--- src/rtl/proc_seq_ctrl.sv ---
// proc_seq_ctrl: multi-cycle processor sequencer.
// Flow: FETCH -> DECODE -> EXE -> [MEM] -> WB, with a bounded memory
// request/acknowledge handshake, EXE stall, optional MEM bypass, halt and
// a sticky timeout error.
// Optional build macro PROC_SEQ_PERF_EN adds 32-bit cycle, instruction
// and stall counters; without it those ports and registers do not exist.
module proc_seq_ctrl #(
    parameter int WAIT_W   = 4,
    parameter int MAX_WAIT = 10,
    parameter bit SKIP_MEM = 1'b1
) (
    input  logic              CLK,
    input  logic              RST,
    input  logic              NEED_MEM,
    input  logic              IS_STORE,
    input  logic              STALL,
    input  logic              MEM_ACK,
    input  logic              HALT_REQ,
    output logic [2:0]        STATE,
    output logic              MEM_REQ,
    output logic              MEM_WR,
    output logic              INSTR_DONE,
    output logic              ERR,
    output logic [WAIT_W-1:0] WAIT_CNT
`ifdef PROC_SEQ_PERF_EN
    ,
    output logic [31:0]       CYCLE_CNT,
    output logic [31:0]       INSTR_CNT,
    output logic [31:0]       STALL_CNT
`endif
);

    typedef enum logic [2:0] {
        S_IDLE   = 3'd0,
        S_FETCH  = 3'd1,
        S_DECODE = 3'd2,
        S_EXE    = 3'd3,
        S_MEM    = 3'd4,
        S_WB     = 3'd5,
        S_HALT   = 3'd6
    } state_t;

    localparam logic [WAIT_W-1:0] WAIT_LIMIT = WAIT_W'(MAX_WAIT);
    localparam logic [WAIT_W-1:0] WAIT_SAT   = {WAIT_W{1'b1}};

    state_t              state_q, state_d;
    logic [WAIT_W-1:0]   wait_cnt_q, wait_cnt_d;
    logic                need_mem_q, need_mem_d;
    logic                is_store_q, is_store_d;
    logic                err_q, err_d;
    logic                req_pending;

    // A memory request is outstanding in FETCH always, and in MEM only
    // when the instruction latched in EXE actually touches memory.
    always_comb begin
        req_pending = 1'b0;
        if (state_q == S_FETCH) begin
            req_pending = 1'b1;
        end else if (state_q == S_MEM) begin
            req_pending = need_mem_q;
        end
    end

    // Next-state logic: handshake with wait counting and timeout, EXE
    // stall and operand latching, halt decision in WB.
    always_comb begin
        state_d    = state_q;
        wait_cnt_d = wait_cnt_q;
        need_mem_d = need_mem_q;
        is_store_d = is_store_q;
        err_d      = err_q;
        case (state_q)
            S_IDLE: begin
                state_d = S_FETCH;
            end
            S_FETCH, S_MEM: begin
                if (req_pending) begin
                    if (MEM_ACK) begin
                        state_d = (state_q == S_FETCH) ? S_DECODE : S_WB;
                    end else if (wait_cnt_q == WAIT_LIMIT) begin
                        state_d = S_HALT;
                        err_d   = 1'b1;
                    end else if (wait_cnt_q != WAIT_SAT) begin
                        wait_cnt_d = wait_cnt_q + 1'b1;
                    end
                end else begin
                    state_d = S_WB;
                end
            end
            S_DECODE: begin
                state_d = S_EXE;
            end
            S_EXE: begin
                if (!STALL) begin
                    need_mem_d = NEED_MEM;
                    is_store_d = IS_STORE;
                    state_d    = (NEED_MEM || !SKIP_MEM) ? S_MEM : S_WB;
                end
            end
            S_WB: begin
                state_d = HALT_REQ ? S_HALT : S_FETCH;
            end
            S_HALT: begin
                state_d = S_HALT;
            end
            default: begin
                state_d = S_IDLE;
            end
        endcase
        if (state_d != state_q) begin
            wait_cnt_d = '0;
        end
    end

    // Core state register with asynchronous active-low clear.
    always_ff @(posedge CLK or negedge RST) begin
        if (!RST) begin
            state_q    <= S_IDLE;
            wait_cnt_q <= '0;
            need_mem_q <= 1'b0;
            is_store_q <= 1'b0;
            err_q      <= 1'b0;
        end else begin
            state_q    <= state_d;
            wait_cnt_q <= wait_cnt_d;
            need_mem_q <= need_mem_d;
            is_store_q <= is_store_d;
            err_q      <= err_d;
        end
    end

    // Moore outputs decoded from the registered state and latches only.
    always_comb begin
        STATE      = state_q;
        MEM_REQ    = req_pending;
        MEM_WR     = (state_q == S_MEM) && need_mem_q && is_store_q;
        INSTR_DONE = (state_q == S_WB);
        ERR        = err_q;
        WAIT_CNT   = wait_cnt_q;
    end

`ifdef PROC_SEQ_PERF_EN
    logic [31:0] cycle_cnt_q, cycle_cnt_d;
    logic [31:0] instr_cnt_q, instr_cnt_d;
    logic [31:0] stall_cnt_q, stall_cnt_d;

    // Counter increments: active cycles, retired instructions, and cycles
    // lost to an EXE stall or an unacknowledged memory request.
    always_comb begin
        cycle_cnt_d = cycle_cnt_q;
        instr_cnt_d = instr_cnt_q;
        stall_cnt_d = stall_cnt_q;
        if (state_q != S_IDLE && state_q != S_HALT) begin
            cycle_cnt_d = cycle_cnt_q + 32'd1;
        end
        if (state_q == S_WB) begin
            instr_cnt_d = instr_cnt_q + 32'd1;
        end
        if ((state_q == S_EXE && STALL) || (req_pending && !MEM_ACK)) begin
            stall_cnt_d = stall_cnt_q + 32'd1;
        end
    end

    // Performance counter registers, wrapping naturally at 2^32.
    always_ff @(posedge CLK or negedge RST) begin
        if (!RST) begin
            cycle_cnt_q <= '0;
            instr_cnt_q <= '0;
            stall_cnt_q <= '0;
        end else begin
            cycle_cnt_q <= cycle_cnt_d;
            instr_cnt_q <= instr_cnt_d;
            stall_cnt_q <= stall_cnt_d;
        end
    end

    assign CYCLE_CNT = cycle_cnt_q;
    assign INSTR_CNT = instr_cnt_q;
    assign STALL_CNT = stall_cnt_q;
`endif

endmodule

--- config.mk ---
export PLATFORM = sky130hd
export DESIGN_NAME = proc_seq_ctrl
export DESIGN_NICKNAME = d
export VERILOG_FILES = /design/src/rtl/proc_seq_ctrl.sv
export SDC_FILE = /design/constraint.sdc
export NUM_CORES = 1
export LEC_CHECK = 0
export ABC_AREA = 1
export BUFFER_PORTS_ARGS = -buffer_cell sky130_fd_sc_hd__buf_4
export CORE_MARGIN = 3
export CORE_UTILIZATION = 50
export DETAILED_ROUTE_END_ITERATION = 10
export HOLD_SLACK_MARGIN = 0.02
export PLACE_DENSITY = 0.83
export SLEW_MARGIN = 0
export SYNTH_ARGS = -nofsm -noshare
export SYNTH_HDL_FRONTEND = slang
export SYNTH_SLANG_ARGS = --single-unit
--- constraint.sdc ---
create_clock -name CLK -period 1.6 [get_ports CLK]
set_input_delay 0.08 -clock CLK [delete_from_list [all_inputs] [get_ports CLK]]
set_output_delay 0.08 -clock CLK [all_outputs]
set_load 0.01 [all_outputs]
==> metrics.csv <==
metric,value,unit
worst slew pin tran,0.313,ns
# nets final,142,
detailed-route vias per instance,5.36,
Final Routed Wirelength,1970,um
footprint of the multi-input gates,449,sq um
number of synthesis warnings,0,
floorplan row count,13,
"Buf+Inv Stages, Crit Path",1,
endpoint type of the worst setup path,flip-flop,
gate family responsible for the most delay along the worst path,simple AND/OR/NAND/NOR gates,
"FF+latch count, synth",10,
sequential share of power,26.2,%
biggest cell delay along the critical path,0.44,ns
clock latency at the later pin of the worst-skew pair,0.27,ns
Clock Tree Buf Depth,2,
Clock transition at path regs,0.07,ns
clock tree sinks,10,
dpl hpwl,1270,um
depth of the CTS H-tree,1,
post-synth design cell area,723,sq um
part of the total power dissipated in the clock network,15.1,%
count of port buffers added during placement,17,
Hold WC Path Type,input port to flip-flop,
final hold violation count,0,
worst setup skew after layout,0.00227,ns
Achievable Freq,624,MHz
RSZ-0062 raised after global routing,yes,
area inside the core boundary,1330,sq um
flip-flop and latch area,253,sq um
minimum period implied by the final worst setup slack,1.60,ns
Final Instance Count excl. Fillers,147,
Worst path most repeated cell,sky130_fd_sc_hd__nand2_1,
Util after Layout,76.2,%
average size of a mapped cell,7.02,sq um
number of global-route vias before repair,649,
Final Total Pwr,1.56,mW
post-synthesis instance total,103,
global placement routability congestion,0.956,
number of inserted filler cells in the final layout,101,
worst-case vdd ir drop,0.000957,V
power dissipated by switching net loads,0.718,mW
TritonCTS buffer count,3,
via count,788,
Mapped Nets,112,
TritonCTS clock tree,yes,
worst slack on hold paths,0.0536,ns
final number of max-transition violations,0,
Area Growth Syn to Fin,40.5,%
area enclosed by the die boundary,1940,sq um
biggest fanout along the worst timing path,7,
cell leakage power,0.526,nW
Relative slew margins,79.1,%
kind of launch point of the worst setup path,flip-flop,
number of distinct library cell variants in the gate-level netlist after synthesis,23,
required time worst endpoint,1.77,ns
DR DRC count,0,
placed cells,137,
"worst slack, placed",-0.0156,ns
routed wire length per instance,13.4,um
sequential fraction of the synthesis area,34.6,%
die extent in y,44.0,um
Initial Utilization,54.2,%
setup tns final,-0.00269,ns
Internal Power,0.846,mW
endpoint arrival time on the critical path,1.77,ns
first-pass GRT wire length,2670,um
maximum number of pins on one net before global-route repair,11,
power density of the placed cells,1540,nW/um^2
fraction of layout instances using a drive strength above 1,38.6,%
setup-violating endpoint count in the final report,1,
Boundary Pins,18,
run status,"finished, violations left",
CP Cell Sequence,ha_1 > nand2_1 > nor2_1 > nor3b_4 > nand2_1 > nand2_1 > nand2_1 > inv_1 > nor2_1,
kind of critical path,flip-flop to flip-flop,
fin area,1020,sq um
area after detailed placement,877,sq um
aggregate global routing overflow,0,
Overall Global Routing Usage,18.5,%
worst-path cell with the longest stage delay,sky130_fd_sc_hd__dfrtp_2,
final setup margin,-0.00269,ns
fraction of power spent switching nets,45.9,%
antenna fix cells,0,
antenna violations before repair,0,
First-pass DRT Iterations,7,
remaining antenna violation count after routing,0,
violation count after the first detailed-routing iteration,16,
share of total power in combinational logic,58.7,%
period utilization,100,%
DIE WIDTH,44.0,um
Max Cap Viol,0,
failing checks,negative setup slack,
clock root buffer,sky130_fd_sc_hd__clkbuf_4,
==> flip-flops by register name (all words and copies together) (netlist names) <==
name / cells
STATE: 3
is_store_q: 1
need_mem_q: 1
WAIT_CNT: 4
ERR: 1
==> worst reg2reg max path, stage by stage, from the launching register on <==
cell and delay (ns):
sky130_fd_sc_hd__dfrtp_2 0.44, sky130_fd_sc_hd__ha_1 0.23, sky130_fd_sc_hd__nand2_1 0.09, sky130_fd_sc_hd__nor2_1 0.06, sky130_fd_sc_hd__nor3b_4 0.31, sky130_fd_sc_hd__nand2_1 0.13, sky130_fd_sc_hd__nand2_1 0.09, sky130_fd_sc_hd__nand2_1 0.06
sky130_fd_sc_hd__inv_1 0.05, sky130_fd_sc_hd__nor2_1 0.03
==> power by group through the flow <==
stage / sequential, mW / clock [mW] / combinational, mW
2_1_floorplan: 0.382 / 0 / 0.575
3_3_place_gp: 0.410 / 0 / 0.745
3_5_place_dp: 0.416 / 0 / 0.756
4_1_cts: 0.415 / 0.238 / 0.786
5_1_grt: 0.419 / 0.250 / 0.994
6_report: 0.411 / 0.236 / 0.917
==> layout make-up <==
class	instances	area share (%)
Tap cell	15	1.85
Inverter	13	5.05
Timing Repair Buffer	27	20.4
Clock buffer	4	3.57
Sequential cell	10	24.9
Multi-Input combinational cell	78	44.2
==> cell usage in the layout, fill, tap and decap left out <==
master                          netlist  routed
sky130_fd_sc_hd__a21o_1               1       1
sky130_fd_sc_hd__a21oi_1              3       3
sky130_fd_sc_hd__buf_4                0      25
sky130_fd_sc_hd__clkbuf_4             0       3
sky130_fd_sc_hd__clkbuf_8             0       1
sky130_fd_sc_hd__dfrtp_1             10       8
sky130_fd_sc_hd__dfrtp_2              0       2
sky130_fd_sc_hd__dlygate4sd3_1        0       2
sky130_fd_sc_hd__ha_1                 2       1
sky130_fd_sc_hd__ha_4                 0       1
sky130_fd_sc_hd__inv_1                9       7
sky130_fd_sc_hd__inv_2                3       5
sky130_fd_sc_hd__inv_4                1       1
sky130_fd_sc_hd__mux2_2               1       1
sky130_fd_sc_hd__nand2_1             35      33
sky130_fd_sc_hd__nand2_2              3       4
sky130_fd_sc_hd__nand2_4              0       1
sky130_fd_sc_hd__nand3_1             10       8
sky130_fd_sc_hd__nand3_2              1       1
sky130_fd_sc_hd__nand3_4              0       2
sky130_fd_sc_hd__nand3b_1             1       1
sky130_fd_sc_hd__nand4_1              3       3
sky130_fd_sc_hd__nor2_1              11      10
sky130_fd_sc_hd__nor2_2               0       1
sky130_fd_sc_hd__nor2_4               1       1
sky130_fd_sc_hd__nor3_1               1       1
sky130_fd_sc_hd__nor3_2               1       1
sky130_fd_sc_hd__nor3b_4              1       1
sky130_fd_sc_hd__o21ai_0              1       1
sky130_fd_sc_hd__o21ai_1              1       1
sky130_fd_sc_hd__o21bai_1             1       1
==> cells in the mapped netlist (all sizes together) <==
master / count / share of area (%)
o21bai: 1 / 1.0
ha: 2 / 3.5
dfrtp: 10 / 35
a21oi: 3 / 2.1
a21o: 1 / 1.0
nor3: 2 / 2.1
nand4: 3 / 2.6
nand3b: 1 / 1.0
nor2: 12 / 7.3
buf: 2 / 3.1
nand2: 38 / 21
inv: 13 / 7.1
nand3: 11 / 8.3
nor3b: 1 / 2.6
o21ai: 2 / 1.4
mux2: 1 / 1.6
==> routing by layer <==
metal	global-route usage, %	routed length [um]
met1	23.3	860
met2	30.2	1020
met3	4.47	78
met4	7.83	12
met5	0	0
==> logic make-up after synthesis <==
logic type,Yosys count,synth area share [%]
AND/OR/NAND/NOR,68,44.6
multiplexers,1,1.56
flip-flops,10,34.6
buffers and inverters,15,10.2
adder cells (fa/ha/maj),2,3.46
AO/OA/AOI/OAI,7,5.54
==> final timing paths <==
kind	cells past startpoint	startpoint	slack, ns	end
min	2	NEED_MEM	0.05	need_mem_q
max in group asynchronous	2	RST	1.25	STATE[1]
min in group asynchronous	2	RST	0.19	WAIT_CNT[2]
min reg2reg	1	ERR	0.47	ERR
max reg2reg	9	WAIT_CNT[1]	-0.003	WAIT_CNT[1]
max	9	WAIT_CNT[1]	-0.003	WAIT_CNT[1]
==> repair_timing <==
item / CTS / global route
endpoints found under the setup margin: 5 / 4
setup buffers: 0 / 4
pin swaps: 1 / 11
hold endpoints to repair: 11 / 0
gates resized for setup: 4 / 10
hold buffers: 2 / 0
Power figures use the tool's default switching activity.
